==> config.mk <==
export PLATFORM = sky130hd
export DESIGN_NAME = spi_responder_flat
export DESIGN_NICKNAME = d
export VERILOG_FILES = /design/src/rtl/spi_responder_if.sv /design/src/rtl/spi_responder.sv /design/src/flat_wrapper.sv
export SDC_FILE = /design/constraint.sdc
export NUM_CORES = 1
export LEC_CHECK = 0
export BUFFER_PORTS_ARGS = -buffer_cell sky130_fd_sc_hd__buf_2
export CORE_AREA = 2 2 107 109
export DETAILED_ROUTE_END_ITERATION = 10
export DIE_AREA = 0 0 109 111
export PLACE_DENSITY = 0.82
export SYNTH_ARGS = -nofsm -noshare
export SYNTH_HDL_FRONTEND = slang
export SYNTH_SLANG_ARGS = --single-unit
==> constraint.sdc <==
create_clock -name clk -period 3.7 [get_ports clk]
set_clock_uncertainty 0.15 [all_clocks]
set_input_delay 0.37 -clock clk [delete_from_list [all_inputs] [get_ports clk]]
set_output_delay 0.37 -clock clk [all_outputs]
set_load 0.02 [all_outputs]
==> src/rtl/spi_responder_if.sv <==
// ---------------------------------------------------------------------------
// spi_responder_if
//   Bundle of the SPI pins and the local TX/RX word handshake for
//   spi_responder. Clock and reset stay outside as plain ports.
//
//   SPI side   : IN_SPI_clk, IN_SPI_mosi, IN_SPI_cs_n -> responder
//                OUT_SPI_miso                         <- responder
//   TX side    : IN_txData, IN_txValid -> responder, OUT_txReady <- responder
//   RX side    : OUT_rxData, OUT_rxBytes, OUT_rxValid <- responder
//   Status     : OUT_underrun, OUT_error, OUT_busy    <- responder
//
//   Modports: slave  = the responder itself
//             master = whatever drives the SPI pins and consumes the words
// ---------------------------------------------------------------------------
interface spi_responder_if #(
    parameter int WIDTH = 32
);
    localparam int RXB_W = $clog2(WIDTH / 8 + 1);

    logic             IN_SPI_clk;
    logic             IN_SPI_mosi;
    logic             IN_SPI_cs_n;
    logic             OUT_SPI_miso;
    logic [WIDTH-1:0] IN_txData;
    logic             IN_txValid;
    logic             OUT_txReady;
    logic [WIDTH-1:0] OUT_rxData;
    logic [RXB_W-1:0] OUT_rxBytes;
    logic             OUT_rxValid;
    logic             OUT_underrun;
    logic             OUT_error;
    logic             OUT_busy;

    modport slave (
        input  IN_SPI_clk, IN_SPI_mosi, IN_SPI_cs_n, IN_txData, IN_txValid,
        output OUT_SPI_miso, OUT_txReady, OUT_rxData, OUT_rxBytes,
               OUT_rxValid, OUT_underrun, OUT_error, OUT_busy
    );

    modport master (
        output IN_SPI_clk, IN_SPI_mosi, IN_SPI_cs_n, IN_txData, IN_txValid,
        input  OUT_SPI_miso, OUT_txReady, OUT_rxData, OUT_rxBytes,
               OUT_rxValid, OUT_underrun, OUT_error, OUT_busy
    );
endinterface

==> src/rtl/spi_responder.sv <==
// ---------------------------------------------------------------------------
// spi_responder
//   SPI target (mode 0, MSB-first). SCLK, MOSI and CS are oversampled in the
//   local clk domain. Received words are handed to local logic with a
//   one-cycle valid strobe; transmit words come from a one-entry holding
//   register, with TX_IDLE shifted out when that register is empty.
//
//   clk   : local clock
//   rst   : asynchronous, active-low reset
//   bus   : spi_responder_if.slave (SPI pins, TX/RX handshake, status)
// ---------------------------------------------------------------------------
module spi_responder #(
    parameter int               WIDTH       = 32,
    parameter int               SYNC_STAGES = 2,
    parameter logic [WIDTH-1:0] TX_IDLE     = {WIDTH{1'b1}}
) (
    input  logic          clk,
    input  logic          rst,
    spi_responder_if.slave bus
);
    localparam int CNT_W = $clog2(WIDTH + 1);
    localparam int RXB_W = $clog2(WIDTH / 8 + 1);

    typedef enum logic {IDLE, ACTIVE} state_t;

    state_t state, state_next;

    // ---------------- input synchronizers ----------------
    logic sclk_s, mosi_s, cs_s;

    generate
        if (SYNC_STAGES == 0) begin : g_nosync
            assign sclk_s = bus.IN_SPI_clk;
            assign mosi_s = bus.IN_SPI_mosi;
            assign cs_s   = bus.IN_SPI_cs_n;
        end else begin : g_sync
            logic [SYNC_STAGES-1:0] sclk_q, mosi_q, cs_q;

            // CS resets to "low" so that a frame already in progress at reset
            // release never looks like a fresh CS fall.
            always_ff @(posedge clk or negedge rst) begin
                if (!rst) begin
                    sclk_q <= '0;
                    mosi_q <= '0;
                    cs_q   <= '0;
                end else begin
                    sclk_q <= (sclk_q << 1) | SYNC_STAGES'(bus.IN_SPI_clk);
                    mosi_q <= (mosi_q << 1) | SYNC_STAGES'(bus.IN_SPI_mosi);
                    cs_q   <= (cs_q   << 1) | SYNC_STAGES'(bus.IN_SPI_cs_n);
                end
            end

            assign sclk_s = sclk_q[SYNC_STAGES-1];
            assign mosi_s = mosi_q[SYNC_STAGES-1];
            assign cs_s   = cs_q[SYNC_STAGES-1];
        end
    endgenerate

    // ---------------- edge detection ----------------
    logic sclk_prev, cs_prev;

    // NOTE: every register is written with <= so all flops update from the
    // same pre-edge values; blocking assignments here would chain them.
    always_ff @(posedge clk or negedge rst) begin
        if (!rst) begin
            sclk_prev <= 1'b0;
            cs_prev   <= 1'b0;  // CS must be seen high before a fall counts
        end else begin
            sclk_prev <= sclk_s;
            cs_prev   <= cs_s;
        end
    end

    logic sclk_rise, sclk_fall, cs_fall, cs_rise;
    assign sclk_rise = sclk_s & ~sclk_prev;
    assign sclk_fall = ~sclk_s & sclk_prev;
    assign cs_fall   = ~cs_s & cs_prev;
    assign cs_rise   = cs_s & ~cs_prev;

    // ---------------- FSM ----------------
    always_ff @(posedge clk or negedge rst) begin
        if (!rst) state <= IDLE;
        else      state <= state_next;
    end

    logic load_start, frame_end, bit_in, bit_out;

    // NOTE: every output of this block gets a default first; a path that
    // leaves one unassigned would infer a latch.
    always_comb begin
        state_next = state;
        load_start = 1'b0;
        frame_end  = 1'b0;
        bit_in     = 1'b0;
        bit_out    = 1'b0;
        case (state)
            IDLE: begin
                if (cs_fall) begin
                    state_next = ACTIVE;
                    load_start = 1'b1;
                end
            end
            ACTIVE: begin
                // CS rise wins over an SCLK rise in the same cycle.
                if (cs_rise) begin
                    state_next = IDLE;
                    frame_end  = 1'b1;
                end else if (sclk_rise) begin
                    bit_in = 1'b1;
                end else if (sclk_fall) begin
                    bit_out = 1'b1;
                end
            end
        endcase
    end

    // ---------------- datapath ----------------
    logic [CNT_W-1:0] bit_cnt;
    logic [WIDTH-1:0] shift_rx, shift_tx, hold_data, rx_data_q, part_mask;
    logic [RXB_W-1:0] rx_bytes_q;
    logic             hold_full, reload_pend, miso_q;
    logic             rx_valid_q, underrun_q, err_q;

    logic             word_done, do_load, tx_write;
    logic [WIDTH-1:0] load_word, rx_next;

    assign word_done = bit_in && (bit_cnt == CNT_W'(WIDTH - 1));
    assign do_load   = load_start | word_done;
    assign load_word = hold_full ? hold_data : TX_IDLE;
    assign rx_next   = {shift_rx[WIDTH-2:0], mosi_s};
    assign tx_write  = bus.IN_txValid & ~hold_full;

    // Keeps only the bits received in the current partial word.
    always_comb begin
        part_mask = '0;
        for (int i = 0; i < WIDTH; i++) part_mask[i] = (i < int'(bit_cnt));
    end

    // NOTE: the data registers are reset too; they are few flops and a known
    // value keeps rxData at zero out of reset.
    always_ff @(posedge clk or negedge rst) begin
        if (!rst) begin
            bit_cnt     <= '0;
            shift_rx    <= '0;
            shift_tx    <= '0;
            hold_data   <= '0;
            hold_full   <= 1'b0;
            reload_pend <= 1'b0;
            miso_q      <= 1'b1;
            rx_data_q   <= '0;
            rx_bytes_q  <= '0;
            rx_valid_q  <= 1'b0;
            underrun_q  <= 1'b0;
            err_q       <= 1'b0;
        end else begin
            rx_valid_q <= 1'b0;
            underrun_q <= 1'b0;
            err_q      <= 1'b0;

            // Load uses the holding register as it stood at the start of the
            // cycle; a same-cycle write below is kept for the next word.
            if (do_load) begin
                shift_tx   <= load_word;
                underrun_q <= ~hold_full;
                hold_full  <= 1'b0;
            end
            if (tx_write) begin
                hold_full <= 1'b1;
                hold_data <= bus.IN_txData;
            end

            if (load_start) begin
                miso_q      <= load_word[WIDTH-1];
                bit_cnt     <= '0;
                reload_pend <= 1'b0;
            end

            if (bit_in) begin
                shift_rx <= rx_next;
                if (word_done) begin
                    bit_cnt     <= '0;
                    rx_valid_q  <= 1'b1;
                    rx_data_q   <= rx_next;
                    rx_bytes_q  <= RXB_W'(WIDTH / 8);
                    reload_pend <= 1'b1;
                end else begin
                    bit_cnt <= bit_cnt + CNT_W'(1);
                end
            end

            // miso only moves on a falling edge: after a reload the new MSB is
            // presented without shifting.
            if (bit_out) begin
                if (reload_pend) begin
                    miso_q      <= shift_tx[WIDTH-1];
                    reload_pend <= 1'b0;
                end else begin
                    shift_tx <= {shift_tx[WIDTH-2:0], 1'b0};
                    miso_q   <= shift_tx[WIDTH-2];
                end
            end

            if (frame_end) begin
                miso_q  <= 1'b1;
                bit_cnt <= '0;
                if (bit_cnt[2:0] != 3'd0) begin
                    err_q <= 1'b1;
                end else if (bit_cnt != '0) begin
                    rx_valid_q <= 1'b1;
                    rx_data_q  <= shift_rx & part_mask;
                    rx_bytes_q <= RXB_W'(bit_cnt >> 3);
                end
            end
        end
    end

    assign bus.OUT_SPI_miso = miso_q;
    assign bus.OUT_txReady  = ~hold_full;
    assign bus.OUT_rxData   = rx_data_q;
    assign bus.OUT_rxBytes  = rx_bytes_q;
    assign bus.OUT_rxValid  = rx_valid_q;
    assign bus.OUT_underrun = underrun_q;
    assign bus.OUT_error    = err_q;
    assign bus.OUT_busy     = (state != IDLE);
endmodule

==> src/flat_wrapper.sv <==
// flat-port wrapper written by rule: the top's interface ports become plain ports
module spi_responder_flat 
#(
    parameter int               WIDTH       = 32,
    parameter int               SYNC_STAGES = 2,
    parameter logic [WIDTH-1:0] TX_IDLE     = {WIDTH{1'b1}}
)
  (clk, rst, bus_IN_SPI_clk, bus_IN_SPI_mosi, bus_IN_SPI_cs_n, bus_IN_txData, bus_IN_txValid, bus_OUT_SPI_miso, bus_OUT_txReady, bus_OUT_rxData, bus_OUT_rxBytes, bus_OUT_rxValid, bus_OUT_underrun, bus_OUT_error, bus_OUT_busy);
  spi_responder_if #(.WIDTH(WIDTH)) bus_i ();
  input  logic clk;
  input  logic rst;
  input wire logic [$bits(bus_i.IN_SPI_clk)-1:0] bus_IN_SPI_clk;
  input wire logic [$bits(bus_i.IN_SPI_mosi)-1:0] bus_IN_SPI_mosi;
  input wire logic [$bits(bus_i.IN_SPI_cs_n)-1:0] bus_IN_SPI_cs_n;
  input wire logic [$bits(bus_i.IN_txData)-1:0] bus_IN_txData;
  input wire logic [$bits(bus_i.IN_txValid)-1:0] bus_IN_txValid;
  output wire logic [$bits(bus_i.OUT_SPI_miso)-1:0] bus_OUT_SPI_miso;
  output wire logic [$bits(bus_i.OUT_txReady)-1:0] bus_OUT_txReady;
  output wire logic [$bits(bus_i.OUT_rxData)-1:0] bus_OUT_rxData;
  output wire logic [$bits(bus_i.OUT_rxBytes)-1:0] bus_OUT_rxBytes;
  output wire logic [$bits(bus_i.OUT_rxValid)-1:0] bus_OUT_rxValid;
  output wire logic [$bits(bus_i.OUT_underrun)-1:0] bus_OUT_underrun;
  output wire logic [$bits(bus_i.OUT_error)-1:0] bus_OUT_error;
  output wire logic [$bits(bus_i.OUT_busy)-1:0] bus_OUT_busy;
  assign bus_i.IN_SPI_clk = bus_IN_SPI_clk;
  assign bus_i.IN_SPI_mosi = bus_IN_SPI_mosi;
  assign bus_i.IN_SPI_cs_n = bus_IN_SPI_cs_n;
  assign bus_i.IN_txData = bus_IN_txData;
  assign bus_i.IN_txValid = bus_IN_txValid;
  assign bus_OUT_SPI_miso = bus_i.OUT_SPI_miso;
  assign bus_OUT_txReady = bus_i.OUT_txReady;
  assign bus_OUT_rxData = bus_i.OUT_rxData;
  assign bus_OUT_rxBytes = bus_i.OUT_rxBytes;
  assign bus_OUT_rxValid = bus_i.OUT_rxValid;
  assign bus_OUT_underrun = bus_i.OUT_underrun;
  assign bus_OUT_error = bus_i.OUT_error;
  assign bus_OUT_busy = bus_i.OUT_busy;
  spi_responder #(.WIDTH(WIDTH), .SYNC_STAGES(SYNC_STAGES), .TX_IDLE(TX_IDLE)) u_core (.clk(clk), .rst(rst), .bus(bus_i));
endmodule
---- Word level (Yosys, flattened, before mapping) ----
Cells that the tools add are included.
word-level totals
  register bits after elaboration ......... 152
  output and inout port bits .............. 41
  word-level logic and storage cells ...... 124
operators by class
  add/subtract/negate cells ............... 1
  $lt $le $gt $ge ......................... 32
  eq/ne operators ......................... 1
  muxes and demuxes ....................... 50
  bitwise gates (word level) .............. 16
  reduce and logical (&&, ||, !) cells .... 6
operators with widths
  kind                                                count
  2-to-1 mux 32 bit                                   9
  < comparator 5 x 6 -> 1 bit (first input constant)  16
  < comparator 4 x 6 -> 1 bit (first input constant)  8
  AND 32 bit                                          1
  2-to-1 mux 1 bit                                    31
  < comparator 3 x 6 -> 1 bit (first input constant)  4
  2-to-1 mux 6 bit                                    4
  2-to-1 mux 3 bit                                    5
  < comparator 1 x 6 -> 1 bit (first input constant)  2
  < comparator 2 x 6 -> 1 bit (first input constant)  2
  nonzero test 3 bit                                  3
  adder 6 x 1 -> 6 bit (second input constant)        1
  == test 6 x 5 -> 1 bit (second input constant)      1
  inverter 1 bit                                      6
  bitwise OR 2 x 1 -> 2 bit                           3
  nonzero test 6 bit                                  1
  AND 1 bit                                           5
  case mux 1 bit (2 select lines)                     1
  nonzero test 2 bit                                  1
  logical AND 1 bit                                   1
  bitwise OR 1 bit                                    1

---- Longest topological paths before layout ----
Gate-level depths: netlist (run 1).
  word-level depth ........................ 11
  mapped depth ............................ 7

---- Worst setup path after synthesis (run 1) ----
Ideal clock, no wire load.
  kind .................................... register to register
  from .................................... register u_core.bit_cnt[0]
  to ...................................... register u_core.rx_data_q[10], in the netlist u_core.bus.OUT_rxData[10]
  library setup time ...................... 0.141 ns
  arrival ................................. 1.580 ns
  required time ........................... 3.409 ns
  slack ................................... 1.829 ns
  cell stages (with the launch flop) ...... 6
  path buffers ............................ 0
  clock period less this slack ............ 1.871 ns
  cell sequence ........................... dfrtp_1 -> ha_1 -> or3_1 -> or3b_2 -> a21oi_1 -> a31oi_1
between the ends
  word-level cells in the longest chain between the ends .. 7
  elaborated cells between the ends (all ways) .. 11
RTL lines
  element                                                                              line                  text
  start, declared                                                                      spi_responder.sv:118  logic [CNT_W-1:0] bit_cnt;
  start signal, assigned                                                               spi_responder.sv:187  bit_cnt <= bit_cnt + CNT_W'(1);
  parallel branches: the longest is 6 deep, another holds < comparator 4 x 6 -> 1 bit  -
  2-to-1 mux 32 bit (*)                                                                spi_responder.sv:203  if (frame_end) begin
  end signal, assigned                                                                 spi_responder.sv:183  rx_data_q <= rx_next;
  end signal, assigned                                                                 spi_responder.sv:210  rx_data_q <= shift_rx & part_mask;
  end, declared                                                                        spi_responder.sv:119  logic [WIDTH-1:0] shift_rx, shift_tx, hold_data, rx_data_q, part_mask;
Mark *: on every way between the ends.
A chain may end at the register's enable or synchronous reset.

---- Worst setup path in the final report (run 1) ----
  from .................................... register u_core.g_sync.cs_q[1]
  to ...................................... register u_core.shift_tx[31]
between the ends
  word-level cells in the longest chain between the ends .. 8
  elaborated cells between the ends (all ways) .. 14
RTL lines
  element                                                       line                                       text
  start, declared                                               spi_responder.sv:37                        logic [SYNC_STAGES-1:0] sclk_q, mosi_q, cs_q;
  start signal, assigned                                        spi_responder.sv:49                        cs_q <= (cs_q << 1) | SYNC_STAGES'(bus.IN_SPI_cs_n);
  AND 1 bit / inverter 1 bit (equally long branches)            spi_responder.sv:78, spi_responder.sv:77
  2-to-1 mux 1 bit / AND 1 bit (equally long branches)          spi_responder.sv:105, spi_responder.sv:77
  2-to-1 mux 1 bit, on equally long branches                    spi_responder.sv:96, spi_responder.sv:98
  logical AND 1 bit / 2-to-1 mux 1 bit (equally long branches)  spi_responder.sv:127, spi_responder.sv:96
  bitwise OR 1 bit                                              spi_responder.sv:128                       assign do_load = load_start | word_done;
  2-to-1 mux 32 bit                                             spi_responder.sv:162                       if (do_load) begin
  2-to-1 mux 32 bit                                             spi_responder.sv:194                       if (reload_pend) begin
  2-to-1 mux 32 bit (*)                                         spi_responder.sv:193                       if (bit_out) begin
  end signal, assigned                                          spi_responder.sv:163                       shift_tx <= load_word;
  end signal, assigned                                          spi_responder.sv:198                       shift_tx <= {shift_tx[WIDTH-2:0], 1'b0};
  end, declared                                                 spi_responder.sv:119
Every way passes the cells marked *; elsewhere a longest branch is shown, timed or not.

==> reports/metrics.cfg, run 1 <==
[worst_setup_path]
crit_required_ps = 3850
crit_chain = nand2b_1 -> and4b_1 -> buf_4 -> a21oi_2 -> nand2_1 -> o221a_2
r2r_cells = 6
startpoint = u_core.g_sync.cs_q[1]$_DFF_PN0_
start_kind = register
reg2reg_from = u_core.g_sync.cs_q[1]$_DFF_PN0_
crit_end = u_core.shift_tx[31]$_DFF_PN0_
crit_fanout = 31
cp.arrival_ps = 2890
slowest_delay_ps = 680
critical_path_class = reg -> reg
rrSetupSlack_ps = 960
regToRegEndpoint = u_core.shift_tx[31]$_DFF_PN0_
critPathCaptureType = register
slowest_stage = nand2_1

[drt]
drc = 0
viasPerCell = 5.908
via_count = 4744
wl_per_cell_um = 17.36
drt-pass1-iter-count = 7
ant_nets = 0
drtIter0Drc = 307
routed_wl_um = 13940

[clocking]
clk_latency_ps = 420
cts_resized = 0
cts-buffers-inserted = 17
cts_htree_levels = 4
clk_path_buf_depth = 2
post_cts_buffers = 0
clock_sinks = 152
clkSlewWorstSetupHoldPaths_ps = 60
cts_tree = yes
cts_root_buf = clkbuf_16

[sta]
fin_setup_tns_ps = 0
max_freq_mhz = 365.1
period_share_pct = 74.03
drv_slew = 0
rsz0062_at_grt = false
hold_viol = 0
setup_slack_ps = 960.9
fin_crit_ps = 2739
setup_viol = 0
slew_headroom_pct = 29.51
tightest_slew_ps = 1057

[floorplan]
dieArea_um2 = 12100
die_x_um = 109
placementRows = 39
dieHeight_um = 111
ios = 79
initial_utilization_pct = 58.04
core_um2 = 11080

[final_layout]
syn_to_final_growth_pct = 17.03
final_cell_mix = dfrtp_1, nand2_1, buf_2
diodes = 0
final_core_util_pct = 67.92
layout_commonest_cell = dfrtp_1
drive_gt1_share_pct = 24.09
nets = 691

[power_and_ir_drop]
p_switching_mw = 1.221
power_mw = 4.789
power.density_nw_per_um2 = 636.5
power_leakage_nw = 3.622
power_frac_seq_pct = 49.1
peakVddDrop_v = 0.0004300
p_int_mw = 3.568
power.share.switching_pct = 25.49
combPwrFrac_pct = 14.1
clkPwrFrac_pct = 36.9

[logic_synthesis]
ys.flop_type = dfrtp_1
synth-edff-count = 0
yosysWarnings = 0
synth_nets = 621
seq_area_frac_synth_pct = 59.19
syn_area_um2 = 6429
ys_types = 50
synth_cells = 580
avgSynthCellArea_um2 = 11.08
synth_seq_cells = 152
synthArstFlopShare_pct = 100.0

[run]
drv_cap = 0

[min_path]
hp-class = in -> reg

[placement]
place.gp.congestion = 0.8697
preCtsSetupSlack_ps = 1009
portBuffers = 78
hpwl_um = 8589

[global_route]
grt_max_degree = 86
grt_usage_pct = 25.10
antenna_found_initial = 0
grt_pass1_vias = 4780
overflow = 0
grt_first_pass_wirelength_um = 23570

[status]
status = finished, final reports clean

power groups by stage:
stage / sequential (mW) / clock, mW / combinational, mW
finish: 2.35 / 1.77 / 0.674
global route: 2.39 / 1.87 / 0.747
floorplan: 2.26 / 0 / 0.525
detailed placement: 2.35 / 0 / 0.683
global placement: 2.34 / 0 / 0.629
CTS: 2.34 / 1.79 / 0.684
synth_stat cells, drive strengths merged (2+ instances only):
| cell | n | area share (%) |
|---|---|---|
| a22oi | 9 | 1.1 |
| o221a | 31 | 5.4 |
| o22ai | 3 | 0.29 |
| buf | 18 | 1.8 |
| dfrtp | 151 | 59 |
| a21o | 2 | 0.23 |
| nand3b | 2 | 0.49 |
| a21oi | 25 | 2.1 |
| nor2b | 2 | 0.19 |
| nand2 | 148 | 8.7 |
| inv | 8 | 0.47 |
| or3b | 2 | 0.27 |
| nor2 | 12 | 0.70 |
| a31oi | 14 | 1.4 |
| nand2b | 5 | 0.49 |
| clkbuf | 20 | 1.2 |
| mux2 | 32 | 5.6 |
| nand3 | 4 | 0.39 |
| or3 | 35 | 3.4 |
| o21a | 2 | 0.23 |
| a221o | 2 | 0.31 |
| o211ai | 2 | 0.23 |
| nor3 | 3 | 0.41 |
| mux2i | 8 | 1.2 |
| nand4b | 2 | 0.27 |
| and2 | 3 | 0.29 |
| o21ai | 20 | 1.6 |
| ha | 3 | 0.58 |
kinds of logic (layout without fill, tap and decap cells):
group,count (synthesis),count (layout),share of synthesized area [%]
buf+inv,46,126,3.425
mux,40,40,6.851
xor+xnor,1,1,0.1363
flops,152,152,59.19
compound gates,115,115,13.45
simple gates,223,223,16.37
fa+ha+maj,3,3,0.5839
critical path, delay by kind of cell (launching register included):
| family | cells | cell delay, ps |
|---|---|---|
| compound gates | 2 | 780 |
| flops | 1 | 440 |
| buf+inv | 1 | 210 |
| simple gates | 3 | 1040 |
stage by stage:
step                hold slack [ps]  instances  instance area (µm²)
floorplan                    -75.59        580                 6429
global placement              187.4        770                 6882
detailed placement            189.4        770                 6882
CTS                           14.97        803                 7523
global route                  21.78        803                 7523
finish                        23.77        803                 7523
registers in the layout (all words and copies together), names as in the netlist:
name / cells
u_core.bus.OUT_busy: 1
u_core.bus.OUT_error: 1
u_core.cs_prev: 1
u_core.g_sync.mosi_q: 2
u_core.bit_cnt: 6
u_core.shift_tx: 32
u_core.bus.OUT_rxValid: 1
u_core.shift_rx: 32
u_core.reload_pend: 1
u_core.hold_full: 1
u_core.bus.OUT_underrun: 1
u_core.g_sync.sclk_q: 2
u_core.bus.OUT_rxData: 32
u_core.sclk_prev: 1
u_core.bus.OUT_SPI_miso: 1
u_core.g_sync.cs_q: 2
u_core.bus.OUT_rxBytes: 3
u_core.hold_data: 32
area by class of cell:
class / count / area [µm²]
repair buffers: 89 / 501.7
clock inverters: 7 / 117.6
well taps: 143 / 178.9
multi-input cells: 382 / 2406
inverters: 8 / 30.03
fillers: 762 / 3553
clock buffers: 22 / 484.2
flip-flops and latches: 152 / 3805
timing repair:
| action | 4_1_cts | 5_1_grt |
|---|---|---|
| hold buffers | 4 | 0 |
| endpoints found under the hold margin | 69 | 0 |
| endpoints found under the setup margin | 0 | 0 |
routing by layer:
metal	routed length [µm]	global-route usage, %	part of all wire (%)
met1	6034	34.66	43
met2	6705	37.64	48
met3	845	5.996	6.1
met4	353	11.45	2.5
met5	0	0	0
worst min path at each step:
stage,startpoint,end,slack [ps],cells after the start
floorplan,rst,u_core.bit_cnt[0]$_DFFE_PN0P_,-80,0
global route,bus_IN_txData[1],u_core.hold_data[1]$_DFFE_PN0P_,20,2
finish,bus_IN_txData[4],u_core.hold_data[4]$_DFFE_PN0P_,20,2
global placement,u_core.g_sync.sclk_q[0]$_DFF_PN0_,u_core.g_sync.sclk_q[1]$_DFF_PN0_,190,0
detailed placement,u_core.g_sync.cs_q[0]$_DFF_PN0_,u_core.g_sync.cs_q[1]$_DFF_PN0_,190,0
CTS,bus_IN_txData[4],u_core.hold_data[4]$_DFFE_PN0P_,10,2
Note: power is estimated with default switching activity, not from simulation.
==> run 2: changes to the inputs <==
- CORE_AREA: 2 2 107 109 -> 2 2 109 111
- DIE_AREA: 0 0 109 111 -> 0 0 111 113
- PLACE_DENSITY: 0.82 -> 0.79
- clock period: 3.7 -> 2.6 ns (I/O delays scaled with it)
==> run 2 against run 1 <==
Effect of this change:
- sequential share of layout area fell by 2.5 points
- setup slack got worse by 660 ps
- critical path type unchanged
- sequential power rose by 43%
- wire length rose by 5.0%
- largest cell class unchanged
- cell area rose by 5.2%
- fmax rose by 19%
- largest power group unchanged
==> reports/metrics.cfg, run 2 (synthesized netlist as in run 1, its figures left out) <==
[global_route]
grt_usage_pct = 24.92  ; was 25.10%
grt_max_degree = 64  ; was 86
grt_pass1_vias = 4967  ; was 4780
grt_first_pass_wirelength_um = 24690  ; was 23570 µm
overflow = 0  ; unchanged
antenna_found_initial = 0  ; unchanged

[placement]
portBuffers = 78  ; unchanged
dpl_cell_area_um2 = 6969  ; was 6882 µm²
place.gp.congestion = 0.8706  ; was 0.8697
hpwl_um = 9146  ; was 8589 µm
dp.cells = 780  ; was 770

[worst_setup_path]
slowest_stage = dfrtp_1  ; was nand2_1
crit_fanout = 31  ; unchanged
start_kind = register  ; unchanged
regToRegEndpoint = u_core.shift_tx[22]$_DFF_PN0_  ; was u_core.shift_tx[31]$_DFF_PN0_
slowest_delay_ps = 580  ; was 680 ps
worst-path-stages = 5  ; was 6
reg2reg_from = u_core.bit_cnt[3]$_DFFE_PN0P_  ; was u_core.g_sync.cs_q[1]$_DFF_PN0_
crit_required_ps = 2740  ; was 3850 ps
rrSetupSlack_ps = 300  ; was 960 ps
crit_buf_inv = 0  ; was 1
cp.arrival_ps = 2450  ; was 2890 ps
critPathCaptureType = register  ; unchanged
r2r_cells = 5  ; was 6
crit_end = u_core.shift_tx[22]$_DFF_PN0_  ; was u_core.shift_tx[31]$_DFF_PN0_
crit_family = simple AND/OR/NAND/NOR gates  ; unchanged
crit_chain = nand2_1 -> nor3_4 -> a21oi_2 -> nand3b_4 -> o221a_1  ; was nand2b_1 -> and4b_1 -> buf_4 -> a21oi_2 -> nand2_1 -> o221a_2
startpoint = u_core.bit_cnt[3]$_DFFE_PN0P_  ; was u_core.g_sync.cs_q[1]$_DFF_PN0_
critical_path_class = reg -> reg  ; unchanged

[floorplan]
die_x_um = 111  ; was 109 µm
core_um2 = 11270  ; was 11080 µm²
dieArea_um2 = 12540  ; was 12100 µm²
initial_utilization_pct = 57.03  ; was 58.04%
dieHeight_um = 113  ; was 111 µm
placementRows = 39  ; unchanged
ios = 79  ; unchanged

[run]
drv_cap = 0  ; unchanged

[final_layout]
final_cells = 847  ; was 803
nets = 733  ; was 691
diodes = 0  ; unchanged
layout_commonest_cell = dfrtp_1  ; unchanged
nFillCells = 799  ; was 762
syn_to_final_growth_pct = 23.08  ; was 17.03%
fin_area_um2 = 7913  ; was 7523 µm²
final_cell_mix = dfrtp_1, nand2_1, buf_2  ; unchanged
final_core_util_pct = 70.20  ; was 67.92%
drive_gt1_share_pct = 24.15  ; was 24.09%

[clocking]
cts_tree = yes  ; unchanged
clock_sinks = 152  ; unchanged
clkSlewWorstSetupHoldPaths_ps = 60  ; about the same
cts_resized = 0  ; unchanged
clk_path_buf_depth = 2  ; unchanged
post_cts_buffers = 0  ; unchanged
cts-buffers-inserted = 17  ; unchanged
ctsHoldBuffers = 36  ; was 4
cts_root_buf = clkbuf_16  ; unchanged
cts_htree_levels = 4  ; unchanged
clk_latency_ps = 420  ; about the same

[sta]
tightest_slew_ps = 618.7  ; was 1057 ps
drv_slew = 0  ; unchanged
hold_viol = 0  ; unchanged
rsz0062_at_grt = false  ; unchanged
fin_crit_ps = 2303  ; was 2739 ps
setup_viol = 0  ; unchanged
fin_setup_tns_ps = 0  ; unchanged
slew_headroom_pct = 58.61  ; was 29.51%
max_freq_mhz = 434.2  ; was 365.1 MHz
period_share_pct = 88.58  ; was 74.03%

[drt]
via_count = 4873  ; was 4744
routed_wl_um = 14640  ; was 13940 µm
drc = 0  ; unchanged
wl_per_cell_um = 17.28  ; was 17.36 µm
ant_nets = 0  ; unchanged
drtIter0Drc = 451  ; was 307
drt-pass1-iter-count = 7  ; unchanged
viasPerCell = 5.753  ; was 5.908

[power_and_ir_drop]
peakVddDrop_v = 0.0007536  ; was 0.0004300 V
power_leakage_nw = 3.796  ; was 3.622 nW
power.density_nw_per_um2 = 857.5  ; was 636.5 nW/µm²

[min_path]
whs_path_depth = 0  ; was 2
hp-class = reg -> reg  ; was in -> reg

[status]
status = finished, final reports clean  ; unchanged

## run 2: how the worst min path moves through the flow
stage	start	to	slack, ps
finish	u_core.g_sync.cs_q[0]$_DFF_PN0_	u_core.g_sync.cs_q[1]$_DFF_PN0_	200
global placement	rst	u_core.bus.OUT_rxData[2]$_DFF_PN0_	140
floorplan	rst	u_core.bit_cnt[0]$_DFFE_PN0P_	-190
CTS	u_core.g_sync.sclk_q[0]$_DFF_PN0_	u_core.g_sync.sclk_q[1]$_DFF_PN0_	210
global route	u_core.g_sync.sclk_q[0]$_DFF_PN0_	u_core.g_sync.sclk_q[1]$_DFF_PN0_	210
detailed placement	rst	u_core.bus.OUT_rxData[5]$_DFF_PN0_	140
## run 2: through the flow
| stage | worst slack (ps) | power, mW | hold slack, ps |
|---|---|---|---|
| detailed placement | 357.5 | 4.346 | 142.0 |
| global route | 158.3 | 7.086 | 212.5 |
| finish | 297.0 | 6.785 | 204.0 |
| CTS | 330.8 | 6.814 | 206.3 |
| global placement | 481.4 | 4.246 | 136.9 |
| floorplan | 729.0 | 3.965 | -185.6 |
## run 2: worst reg2reg max path: cells and delay by family, from the launching register on
kind,cells,cell delay [ps]
AND/OR/NAND/NOR,3,900
AO/OA/AOI/OAI,2,550
flip-flops,1,580
## run 2: area by class of cell
type	instances	area (µm²)	share of cell area, %
flip-flops and latches	152	3805	48.09
multi-input cells	382	2406	30.41
clock inverters	8	95.09	1.202
inverters	8	30.03	0.3795
repair buffers	131	909.6	11.50
well taps	143	178.9	2.261
clock buffers	23	488.0	6.167
## run 2: where the power goes
group          internal, mW  leakage, nW  total, mW  switching, mW
clock                  1.50        0.285       2.40          0.896
combinational         0.592         1.61       1.03          0.442
sequential             2.94         1.90       3.35          0.418
total                  5.03         3.80       6.78           1.76
## run 2: per-layer routing
metal	up-vias	routed length, µm	global-route usage (%)
met1	2393	6275	33.10
li1	2270	-	-
met5	-	0	0
met3	40	770	5.463
met2	170	7185	39.39
met4	0	403	12.33
